### src/rtl/pipeline_pkg.sv
// Shared pipeline types for the writeback path: the buffered entry record,
// the load funct3 encodings, and the writeback buffer occupancy states.
package pipeline_pkg;

    localparam int WB_XLEN    = 64;
    localparam int WB_RADDR_W = 5;

    localparam logic [2:0] F3_LB  = 3'b000;
    localparam logic [2:0] F3_LH  = 3'b001;
    localparam logic [2:0] F3_LW  = 3'b010;
    localparam logic [2:0] F3_LD  = 3'b011;
    localparam logic [2:0] F3_LBU = 3'b100;
    localparam logic [2:0] F3_LHU = 3'b101;
    localparam logic [2:0] F3_LWU = 3'b110;

    typedef struct packed {
        logic [WB_XLEN-1:0]    pc;
        logic [WB_XLEN-1:0]    data;
        logic [WB_RADDR_W-1:0] rd;
        logic                  reg_write;
        logic                  misaligned;
    } mem_wb_entry_t;

    typedef enum logic [1:0] {WB_EMPTY, WB_ONE, WB_TWO} wb_state_t;

endpackage

### src/rtl/load_align.sv
// Combinational load extractor: selects the addressed bytes out of an aligned
// doubleword, sign/zero-extends them and flags misaligned accesses.
module load_align
    import pipeline_pkg::*;
#(
    parameter int XLEN = 64
) (
    input  logic [XLEN-1:0] raw,
    input  logic [2:0]      off,
    input  logic [2:0]      funct3,
    output logic [XLEN-1:0] data,
    output logic            misaligned
);

    logic [XLEN-1:0]    shifted;
    logic signed [7:0]  byte_s;
    logic signed [15:0] half_s;
    logic signed [31:0] word_s;

    always_comb begin
        shifted    = raw >> {off, 3'b000};
        byte_s     = shifted[7:0];
        half_s     = shifted[15:0];
        word_s     = shifted[31:0];
        data       = shifted;
        misaligned = 1'b0;
        case (funct3)
            F3_LB:  data = {{(XLEN-8){byte_s[7]}}, byte_s};
            F3_LH:  begin
                data       = {{(XLEN-16){half_s[15]}}, half_s};
                misaligned = off[0];
            end
            F3_LW:  begin
                data       = {{(XLEN-32){word_s[31]}}, word_s};
                misaligned = |off[1:0];
            end
            F3_LBU: data = {{(XLEN-8){1'b0}}, shifted[7:0]};
            F3_LHU: begin
                data       = {{(XLEN-16){1'b0}}, shifted[15:0]};
                misaligned = off[0];
            end
            F3_LWU: begin
                data       = {{(XLEN-32){1'b0}}, shifted[31:0]};
                misaligned = |off[1:0];
            end
            // LD and the unused 111 encoding both take the full doubleword
            default: misaligned = |off;
        endcase
    end

endmodule

### src/rtl/mem_wb_stage.sv
// Writeback stage: 2-entry skid buffer of memory-stage results, register file
// write port and instret counter. Define WB_BYPASS_EN to add the fwd_* outputs.
module mem_wb_stage
    import pipeline_pkg::*;
#(
    parameter int XLEN    = WB_XLEN,
    parameter int RADDR_W = WB_RADDR_W,
    parameter int CNT_W   = 64
) (
    input  logic               clk,
    input  logic               reset,
    input  logic               mem_valid,
    output logic               mem_ready,
    input  logic [XLEN-1:0]    mem_pc,
    input  logic [XLEN-1:0]    mem_alu_data,
    input  logic [XLEN-1:0]    mem_load_raw,
    input  logic               mem_is_load,
    input  logic [2:0]         mem_funct3,
    input  logic [RADDR_W-1:0] mem_rd,
    input  logic               mem_reg_write,
    input  logic               wb_hold,
    output logic               rf_we,
    output logic [RADDR_W-1:0] rf_waddr,
    output logic [XLEN-1:0]    rf_wdata,
    output logic               retire_valid,
    output logic [XLEN-1:0]    retire_pc,
    output logic               load_misalign,
    output logic [CNT_W-1:0]   instret
`ifdef WB_BYPASS_EN
    ,
    output logic               fwd_valid,
    output logic [RADDR_W-1:0] fwd_rd,
    output logic [XLEN-1:0]    fwd_data
`endif
);

    wb_state_t     state;
    mem_wb_entry_t head;
    mem_wb_entry_t skid;
    mem_wb_entry_t new_entry;

    logic [XLEN-1:0] load_data;
    logic            load_mis;
    logic            accept;
    logic            head_valid;
    logic            retire;

    load_align #(.XLEN(XLEN)) u_load_align (
        .raw        (mem_load_raw),
        .off        (mem_alu_data[2:0]),
        .funct3     (mem_funct3),
        .data       (load_data),
        .misaligned (load_mis)
    );

    always_comb begin
        new_entry            = '0;
        new_entry.pc         = mem_pc;
        new_entry.data       = mem_is_load ? load_data : mem_alu_data;
        new_entry.rd         = mem_rd;
        new_entry.reg_write  = mem_reg_write;
        new_entry.misaligned = mem_is_load & load_mis;
    end

    assign accept     = mem_valid && mem_ready;
    assign head_valid = (state != WB_EMPTY);
    // Reset suppresses retirement so a discarded entry never reaches the register file
    assign retire     = head_valid && !wb_hold && !reset;

    assign retire_valid  = retire;
    assign retire_pc     = head.pc;
    assign rf_waddr      = head.rd;
    assign rf_wdata      = head.data;
    assign load_misalign = retire && head.misaligned;
    assign rf_we         = retire && head.reg_write && (head.rd != '0) && !head.misaligned;

`ifdef WB_BYPASS_EN
    assign fwd_valid = head_valid && head.reg_write && (head.rd != '0) && !head.misaligned;
    assign fwd_rd    = head.rd;
    assign fwd_data  = head.data;
`endif

    // p0: buffer occupancy FSM, entry storage and retire counter
    always_ff @(posedge clk) begin
        if (reset) begin
            state     <= WB_EMPTY;
            head      <= '0;
            skid      <= '0;
            mem_ready <= 1'b1;
            instret   <= '0;
        end else begin
            if (retire)
                instret <= instret + CNT_W'(1);
            case (state)
                WB_EMPTY: begin
                    if (accept) begin
                        head  <= new_entry;
                        state <= WB_ONE;
                    end
                    mem_ready <= 1'b1;
                end
                WB_ONE: begin
                    if (accept && !retire) begin
                        skid      <= new_entry;
                        state     <= WB_TWO;
                        mem_ready <= 1'b0;
                    end else if (accept && retire) begin
                        head      <= new_entry;
                        mem_ready <= 1'b1;
                    end else if (retire) begin
                        state     <= WB_EMPTY;
                        mem_ready <= 1'b1;
                    end else begin
                        mem_ready <= 1'b1;
                    end
                end
                WB_TWO: begin
                    if (retire) begin
                        head      <= skid;
                        state     <= WB_ONE;
                        mem_ready <= 1'b1;
                    end else begin
                        mem_ready <= 1'b0;
                    end
                end
                default: begin
                    state     <= WB_EMPTY;
                    mem_ready <= 1'b1;
                end
            endcase
        end
    end

endmodule

### config.mk
export PLATFORM = sky130hd
export DESIGN_NAME = mem_wb_stage
export DESIGN_NICKNAME = d
export VERILOG_FILES = /design/src/rtl/pipeline_pkg.sv /design/src/rtl/load_align.sv /design/src/rtl/mem_wb_stage.sv
export SDC_FILE = /design/constraint.sdc
export NUM_CORES = 1
export LEC_CHECK = 0
export CAP_MARGIN = 15
export CORE_MARGIN = 4
export CORE_UTILIZATION = 55
export CTS_CLUSTER_DIAMETER = 40
export CTS_CLUSTER_SIZE = 40
export DETAILED_ROUTE_END_ITERATION = 10
export PLACE_DENSITY_LB_ADDON = 0.2
export SETUP_SLACK_MARGIN = 0.02
export SYNTH_ARGS = -nofsm -noshare
export SYNTH_HDL_FRONTEND = slang
export SYNTH_SLANG_ARGS = --single-unit
### constraint.sdc
create_clock -name clk -period 7.4 [get_ports clk]
set_clock_uncertainty 0.1 [all_clocks]
set_input_delay 1.48 -clock clk [delete_from_list [all_inputs] [get_ports clk]]
set_output_delay 1.48 -clock clk [all_outputs]
set_load 0.1 [all_outputs]
Yosys cells after proc, flatten, opt, wreduce, memory -nomap -nowiden

Index checks and enable logic that the tools add are counted.

Add/sub/neg operators: 1
Reductions and logical operators: 26
Shift-type cells: 1
Bitwise operators: 1
Muxes and demuxes: 17
Eq/ne operators: 13

Operators with widths:

| operator              | count |
|---|---|
| $mux 135              | 4 |
| $pmux 135 s3          | 1 |
| $pmux 64 s6           | 1 |
| $add 64x1->64 const B | 1 |
| $mux 64               | 1 |
| $shr 64x6->64         | 1 |
| $mux 2                | 5 |
| $eq 3x3->1 const B    | 3 |
| $logic_and 1x1->1     | 9 |
| $ne 2x2->1 const B    | 4 |
| $reduce_or 2->1       | 4 |
| $ne 3x3->1 const B    | 2 |
| $pmux 2 s3            | 1 |
| $reduce_and 5->1      | 1 |
| $reduce_bool 5->1     | 1 |
| $logic_not 1->1       | 4 |
| $reduce_and 4->1      | 1 |
| $eq 3x1->1 const B    | 1 |
| $eq 3x2->1 const B    | 1 |
| $logic_not 3->1       | 1 |
| $pmux 1 s3            | 1 |
| $reduce_bool 3->1     | 1 |
| $reduce_or 3->1       | 1 |
| $eq 2x1->1 const B    | 1 |
| other kinds (7)       | 8 |

Register bits: 337
Logic and storage cells: 72
Input bits: 206
Output and inout port bits: 201

Logic depth before layout (Yosys ltp)

Gate-level depths: netlist (run 1).

Word-level depth: 7
Mapped depth: 11
Mapped depth without buffers: 9

Hierarchy

From an unflattened synthesis (run 1), not the netlist that was laid out.

Cells, all modules: 2165
Area, all modules: 17829.6 µm²

Modules (own cells, without submodules):

| module       | instances | cells an instance | sequential area each (µm²) | area each (µm²) |
|---|---|---|---|---|
| mem_wb_stage | 1         | 1871              | 6746.5                     | 15433.6 |
| load_align   | 1         | 294               | 0.0                        | 2396.0 |

Least setup slack after synthesis (run 1)

No wires, ideal clock.

Path type: input -> output
Start point: in wb_hold
End point: out rf_we
Cell stages on the path: 2
Buffers on the path: 0
Arrival time: 4.979 ns
Setup slack: 0.841 ns
Cells stage by stage: or3_4 -> nor4b_1

Longest elaborated chain between the ends: 6

Ends and longest elaborated chain:

| what                           | line               | RTL |
|---|---|---|
| start: declaration             | mem_wb_stage.sv:21 | `input logic wb_hold,` |
| $logic_not 1->1                | mem_wb_stage.sv:68 | `assign retire = head_valid && !wb_hold && !reset;` |
| $logic_and 1x1->1 (2 in a row) | mem_wb_stage.sv:68 |  |
| $logic_and 1x1->1 (3 in a row) | mem_wb_stage.sv:75 | `assign rf_we = retire && head.reg_write && (head.rd != '0) && !head.misaligned;` |
| end: declaration               | mem_wb_stage.sv:22 | `output logic rf_we,` |

No other way between the ends.

Worst setup path in the final report (run 1)

Same ends and word-level chain as after synthesis.

==> summary by stage, run 1 <==
Outcome
The run finished with clean final reports.

Placement
The placer congestion estimate is around 1. The HPWL reported at the end of detailed placement is 37,100 um. The number of buffers added on ports is between 400 and 500. The placed instances occupy a cell area of 20,500 um2. OpenSTA, run right after detailed placement, puts the worst setup slack at 1.99 ns.

STA
Setup repair after global routing left no endpoint under its margin. The number of hold-slack violations in the final timing report came to 0. The worst max-slew margin expressed relative to the limit is 0.210. The max-slew violation count was 0. Across all setup checks in the final design, the least slack found is approximately 2 ns. The total of endpoints with negative setup slack in the final report is 0.

Based on the critical path, the design can be clocked at up to 184 MHz. In the finished design, the share of the clock period the worst path needs comes to 0.736. The transition time of the tightest slew-check pin is 1.18 ns.

The clock period could shrink to roughly 5.4 ns. The accumulated negative setup slack is 0 ns.

Setup path
The number of buffer and inverter stages on the critical path is 2. The startpoint-to-endpoint class of the critical path is in -> out. The nature of the critical path endpoint is an output port.

The critical-path cell with the highest stage delay is clkdlybuf4s50_1. The startpoint type of the worst setup path is a primary input. Traced cell by cell, the critical path runs through clkdlybuf4s50_1, or3_4, nor4b_1, clkdlybuf4s50_1.

The endpoint required time on the critical path is around 5.8 ns. The number of cells on the critical path is 4. On the worst path, the slowest cell contributes a delay of 1.25 ns.

Counting cells, the worst reg-to-reg path comes to 10. Grouping stages by cell kind, the critical path spends the most delay in buffers and inverters. Of all nets on the critical path, the largest fanout is 5. Among the stages of the critical path, the cell type that occurs most often is clkdlybuf4s50_1. Data arrives at the worst endpoint at about 3.9 ns.

Floorplan
The floorplan step set the die height to between 150 and 200 um. The effective utilization at floorplan is 0.558. In this run the count of I/O pins placed on the die edge is 407.

The area of the core is between 30,000 and 40,000 um2. The floorplan has 65 rows. The die covers approximately 35,000 um2. The floorplan step set the die width to between 150 and 200 um.

Pwr
The sum of internal, switching and leakage power is around 0.01 W. The reported leakage power is slightly below 8 nW. Of the total power, the clock network draws 0.227.

Cell internal power was estimated by the tool at 0.00492 W. The sequential power share is 0.257. Of the total power, the share spent switching nets is 0.506. The maximum resistive drop on vdd is 498 uV. The proportion of power drawn by combinational gates is 0.516. The power dissipated by switching net loads is 0.00503 W.

For this design the ratio of total power to cell area is ~450 nW/um2.

Global routing
The global-route track usage on met1 is 0.384. The first global-routing pass estimated around 86,000 um of wire. The number of global-route vias before repair was 15,700.

For met2 alone, demand over resource in global routing was 0.485. The most crowded layer after global routing is met2. The total global-route track usage is 0.296. The met3 capacity usage during global routing is 0.0649. For this run the aggregate overflow at the end of global routing stands at 0. The number of antenna violations at the first check in global routing was 3.

The pin count of the biggest net entering global routing is around 140.

Clock network
The later-pin clock latency in the skew report is 0.54 ns. The TritonCTS clock tree is built. CTS placed an instance of clkbuf_16 at the clock tree root. The number of buffers inserted during clock tree synthesis is 45. Clock-pin slew was measured on the worst setup and hold paths at ~0.050 ns. The number of hold-repair buffers added at the cts stage is 0. The number of buffers between clock root and the deepest sink is 3. The post-CTS setup buffer count is 0. The level count of the clock H-tree is 2. The post-CTS resize count is 0. The sink count of the clock tree is about 340.

Route
Once detail routing completed, the nets flagged for antenna violations numbered 0. Dividing the detail-routed wire length by the instance count gives around 20 um. The detailed router placed around 17,000 vias in this run. For this run, design rule violations remaining after detail routing come to 0.

The via count normalized by instance count is between 6 and 7. The number of DRC markers after the initial detailed-route iteration is approximately 1,600. After detailed routing, the total wire length is between 50,000 and 60,000 um. The first TritonRoute pass finished after 5 iterations.

Final layout
The share of post-route cells with drive strength above 1 is 0.0634. The fill cell total of the finished layout is roughly 2,500. The layout overhead on the synthesized area is 25.5%. The area used by sequential logic in the layout is 6750 um2.

For this run, the post-layout net count is around 2,500. The footprint of the multi-input gates is about 9000 um2. The final non-filler cell area is 22,100 um2.

Logic synthesis
By instance count, the leading cell after synthesis is dfxtp_1. In the post-synthesis netlist, the biggest area contributors are dfxtp_1 (38%), mux2i_1 (7.8%), nor2_1 (6.5%). The mean instance size in the synthesized netlist is ~8.2 um2. The synthesized netlist net count is around 2,400. Counting flops with an async set or reset pin after synthesis yields a share of 0. Of all cell types, the one taking the most synthesized area is dfxtp_1. In this run, synthesis inferred 0 flip-flops with an integrated enable. The dominant register cell in the synthesized netlist is dfxtp_1.

The part of the Yosys area used for sequential elements is 0.383. Summing every instance area after synthesis gives 17,600 um2. Synthesis inferred 337 register bits. The cell count after synthesis is approximately 2,100. Of the post-synthesis cell area, the dominant cell type holds 0.383. The count of different cell masters after synthesis is 65. Sorting the synthesized cells by how often they occur yields dfxtp_1 (337), nor2_1 (307), nand2_1 (245).

During synthesis, Yosys emitted a total of 0 warnings.

Min path
Along the worst hold path, the cell count comes to 2. The worst hold-check path type is reg -> reg.

Flow run
The number of maximum-capacitance constraint violations is 0.
==> final cells by class <==
type,count,share of cell area
Antenna cell,1,0.000113
Clock buffer,58,0.0573
Clock inverter,24,0.0144
Inverter,19,0.00323
Multi-Input combinational cell,1475,0.407
Sequential cell,337,0.305
Tap cell,402,0.0228
Timing Repair Buffer,423,0.190
==> power groups by stage <==
stage	clock [W]	sequential, W	combinational [W]
final	0.00226	0.00256	0.00513
after global routing	0.00237	0.00261	0.00536
after global placement	0	0.00257	0.00504
after detailed placement	0	0.00258	0.00511
after CTS	0.00228	0.00255	0.00512
after floorplan	0	0.00253	0.00441
==> sequential cells by signal (all words and copies together), names as in the netlist <==
name       flops
instret       64
retire_pc     64
head           2
rf_wdata      64
mem_ready      1
rf_waddr       5
skid         135
state          2
==> per-layer routing <==
metal / part of all wire / wire, um
met2: 0.46 / 25500
met5: 0.00047 / 26
met4: 0.042 / 2290
met3: 0.088 / 4810
met1: 0.41 / 22300
==> cell families after synthesis <==
kind of cell    after synthesis  share of synthesized area
compound gates              517                      0.193
xor+xnor                     54                     0.0269
fa+ha+maj                     5                    0.00355
buf+inv                     327                      0.107
flops                       337                      0.383
mux                         164                      0.103
simple gates                735                      0.184
==> worst reg2reg max path, stage by stage, from the launching register on <==
cell	delay [ns]
dfxtp_1	0.36
inv_1	0.11
ha_1	0.29
or3_4	0.45
inv_2	0.15
nand3_2	0.18
a211oi_4	0.89
buf_12	0.53
o211ai_1	0.18
o21ai_0	0.13
a211oi_1	0.08
==> cell usage in the layout, fill, tap and decap left out, types with 42 or more instances in the layout <==
cell type,count
a211oi_1,85
a21oi_1,196
a311o_1,42
clkbuf_16,46
clkdlybuf4s50_1,402
dfxtp_1,337
mux2i_1,137
nand2_1,245
nand4_1,42
nor2_1,307
o21ai_0,90
==> worst paths after layout <==
path | startpoint | to | slack (ns)
max | wb_hold | rf_we | 1.96
max reg2reg | state[0] | rf_wdata[51] | 3.79
min | skid[91] | skid[91] | 0.35
min reg2reg | skid[91] | skid[91] | 0.35
==> through the flow <==
step	hold slack (ns)	utilization	cells
global route	0.367	0.700	2739
finish	0.352	0.700	2739
floorplan	0.336	-	2139
CTS	0.354	0.700	2738
global placement	0.341	0.650	2656
detailed placement	0.346	0.650	2656
Power figures use the tool's default switching activity.
==> inputs of run 2 (changes only) <==
--- a/config.mk
+++ b/config.mk
@@ -7,7 +7,7 @@
 export LEC_CHECK = 0
 export CAP_MARGIN = 15
 export CORE_MARGIN = 4
-export CORE_UTILIZATION = 55
+export CORE_UTILIZATION = 51
 export CTS_CLUSTER_DIAMETER = 40
 export CTS_CLUSTER_SIZE = 40
 export DETAILED_ROUTE_END_ITERATION = 10
==> constraint.sdc (replaced) <==
create_clock -name clk -period 5.12 [get_ports clk]
set_clock_uncertainty 0.1 [all_clocks]
set_input_delay 1.024 -clock clk [delete_from_list [all_inputs] [get_ports clk]]
set_output_delay 1.024 -clock clk [all_outputs]
set_load 0.1 [all_outputs]
==> run 2 against run 1 <==
Combinational power increased by 44%. Global-route usage is 1.5 points lower. Non-clock buffer count up 6. First-iteration DRC count fell by 20%. Critical path type is now in -> reg. Critical endpoint is now rf_wdata[12]. Highest routed layer is now met4.
==> summary by stage, run 2 (same netlist as run 1, synthesis figures left out) <==
Outcome
The run finished with clean final reports.

Final layout
The most common cell after layout, fill and taps aside is clkdlybuf4s50_1. The share of post-route cells with drive strength above 1 is 0.0683. The filler cells instantiated in the layout total roughly 2,800. The register with the most flip-flops in the layout has roughly 140 of them.

In the final layout, the multi-input gates occupy around 9000 um2. The area used by sequential logic in the layout is 6750 um2. The final non-filler cell area is about 22,000 um2. More flip-flops sit in one register than any other, and that register is skid. Leaving out fill and tap cells, the most frequent cells in the layout are clkdlybuf4s50_1 (399), dfxtp_1 (337), nor2_1 (307). Compared with the post-synthesis result, the final layout area differs by 26.5%.

At the end of the flow, the number of nets in the layout was about 2,500. The finished layout holds between 2,000 and 3,000 standard cells, fillers aside.

Clock network
The clock slew at the register clock pins of the worst setup and hold paths is 0.06 ns. The later pin in the worst-skew pair is clocked with a latency of approximately 0.55 ns. The number of buffers inserted during clock tree synthesis is 45. TritonCTS built the clock tree. The sink count of the clock tree is approximately 340.

Once the clock tree was built, the setup fixing pass inserted 0 buffers. The post-CTS resize count is 0. The H-tree was split into 2 levels. The cell sitting at the root of the clock tree is a clkbuf_16. The number of hold-repair buffers added at the cts stage is 0. The clock passes through at most 3 buffers.

Setup path
The endpoint identified for the worst register-to-register timing path is instret[53]. The number of cells on the worst reg-to-reg path is 9. At the worst endpoint, the required time is roughly 5.5 ns.

At the worst endpoint, the arrival time is 4.02 ns. In this run the register-to-register setup slack is about 1.8 ns. STA classifies the critical path endpoint as a register. The startpoint of the worst register-to-register path is state[1]. The largest fanout on the critical path is 17. The critical path is of the in -> reg type. The worst setup path is launched from a primary input.

STA
The peak clock frequency supported by timing is approximately 270 MHz. The max-slew violation count is 0. The number of hold-slack violations in the final timing report is 0. The worst max-slew margin expressed relative to the limit is 0.228. For the final routed database, the setup TNS stands at 0 ns. Setup repair after global routing left no endpoint under its margin.

The portion of the clock cycle consumed by the worst path in the final layout is 0.711. Once routing completed, OpenROAD measured the worst setup slack at around 1.5 ns. The total of endpoints with negative setup slack in the final report is 0. The time the final worst path needs with I/O delays and setup is 3.64 ns. At the pin with the least slew margin, the transition time is approximately 1.2 ns.

Route
The total wire length is 56,200 um. The detailed-routing iteration count for the pre-antenna-repair pass is 7. The via count normalized by instance count is 5.90. The number of DRC markers after the initial detailed-route iteration is ~1,300. The total via count after detailed routing is roughly 16,000.

Dividing the detail-routed wire length by the instance count gives just over 20 um. The count of nets left with antenna violations after detail routing is 0. After detailed routing, the number of remaining DRC violations is 0.

Pwr
The maximum resistive drop on vdd is between 700 and 800 uV. Summed over all cells, the static leakage comes to 7.89 nW. For this design the ratio of total power to cell area is around 650 nW/um2.

Placement
The cell count after placement is approximately 2,700. The area of placed instances is roughly 21,000 um2. Prior to clock tree synthesis, the placed netlist has a worst setup slack of 1.00 ns. The placer congestion estimate is 0.952. After legalization and detailed placement, the total HPWL measured roughly 38,000 um. The number of buffers added on ports is 406.

Min path
The worst hold path terminates at skid[6]. The worst hold path startpoint is skid[6]. The worst hold-check path type is reg -> reg.

The number of cells traversed by the worst hold path is 2.

Global routing
The first global-routing pass estimated between 80,000 and 90,000 um of wire. The number of antenna violations at the first check in global routing was 2. The number of global-route vias before repair is 15,800.

The total overflow left after global routing is 0. The total global-route track usage is 0.281. Entering global routing, the biggest net connects between 200 and 250 pins.

Floorplan
The effective utilization at floorplan is 0.521. The horizontal die dimension is between 150 and 200 um. The count of boundary I/O pins is around 400. The count of standard-cell rows is 67. The overall die area is about 38,000 um2. The area of the core is between 30,000 and 40,000 um2. The die is between 150 and 200 um tall.

Flow run
Across the run, the number of max-cap violations was 0.
## run 2: layout make-up
class	instances	area share
clock buffers	57	0.0562
clock inverters	26	0.0165
multi-input cells	1475	0.404
inverters	19	0.00320
repair buffers	429	0.192
flip-flops and latches	337	0.303
diodes	2	0.000225
well taps	448	0.0252
## run 2: critical path, cell delays in order
cell	delay, ns
clkdlybuf4s50_1	0.89
clkinv_1	0.79
mux4_2	0.52
or2_0	0.24
a31o_2	0.26
o21ai_1	0.13
o211a_1	0.16
## run 2: how the worst max path moves through the flow
stage	startpoint	to	slack, ns	depth (start not counted)
CTS	wb_hold	load_misalign	1.50	5
global route	mem_alu_data[2]	rf_wdata[12]	1.40	7
detailed placement	mem_alu_data[2]	rf_wdata[12]	1.00	7
global placement	mem_alu_data[2]	rf_wdata[10]	1.06	7
finish	mem_alu_data[2]	rf_wdata[12]	1.48	7
floorplan	wb_hold	rf_we	0.87	2
## run 2: where the power goes
part	switching [W]	internal (W)
Sequential	0.000388	0.00331
Combinational	0.00562	0.00179
Clock	0.00125	0.00206
Total	0.00726	0.00716
## run 2: per-layer routing
| layer | part of all wire | GRT usage | vias up |
|---|---|---|---|
| met1 | 0.42 | 0.375 | 7843 |
| li1 | - | - | 7797 |
| met3 | 0.075 | 0.0480 | 132 |
| met4 | 0.036 | 0.0976 | 0 |
| met5 | 0 | 0 | - |
| met2 | 0.47 | 0.462 | 696 |
## run 2: per-stage QoR
stage / utilization / hold WS [ns] / power, W
floorplan: - / 0.336 / 0.0100
global placement: 0.611 / 0.341 / 0.0110
detailed placement: 0.611 / 0.346 / 0.0111
CTS: 0.659 / 0.354 / 0.0145
global route: 0.659 / 0.369 / 0.0150
finish: 0.659 / 0.352 / 0.0144
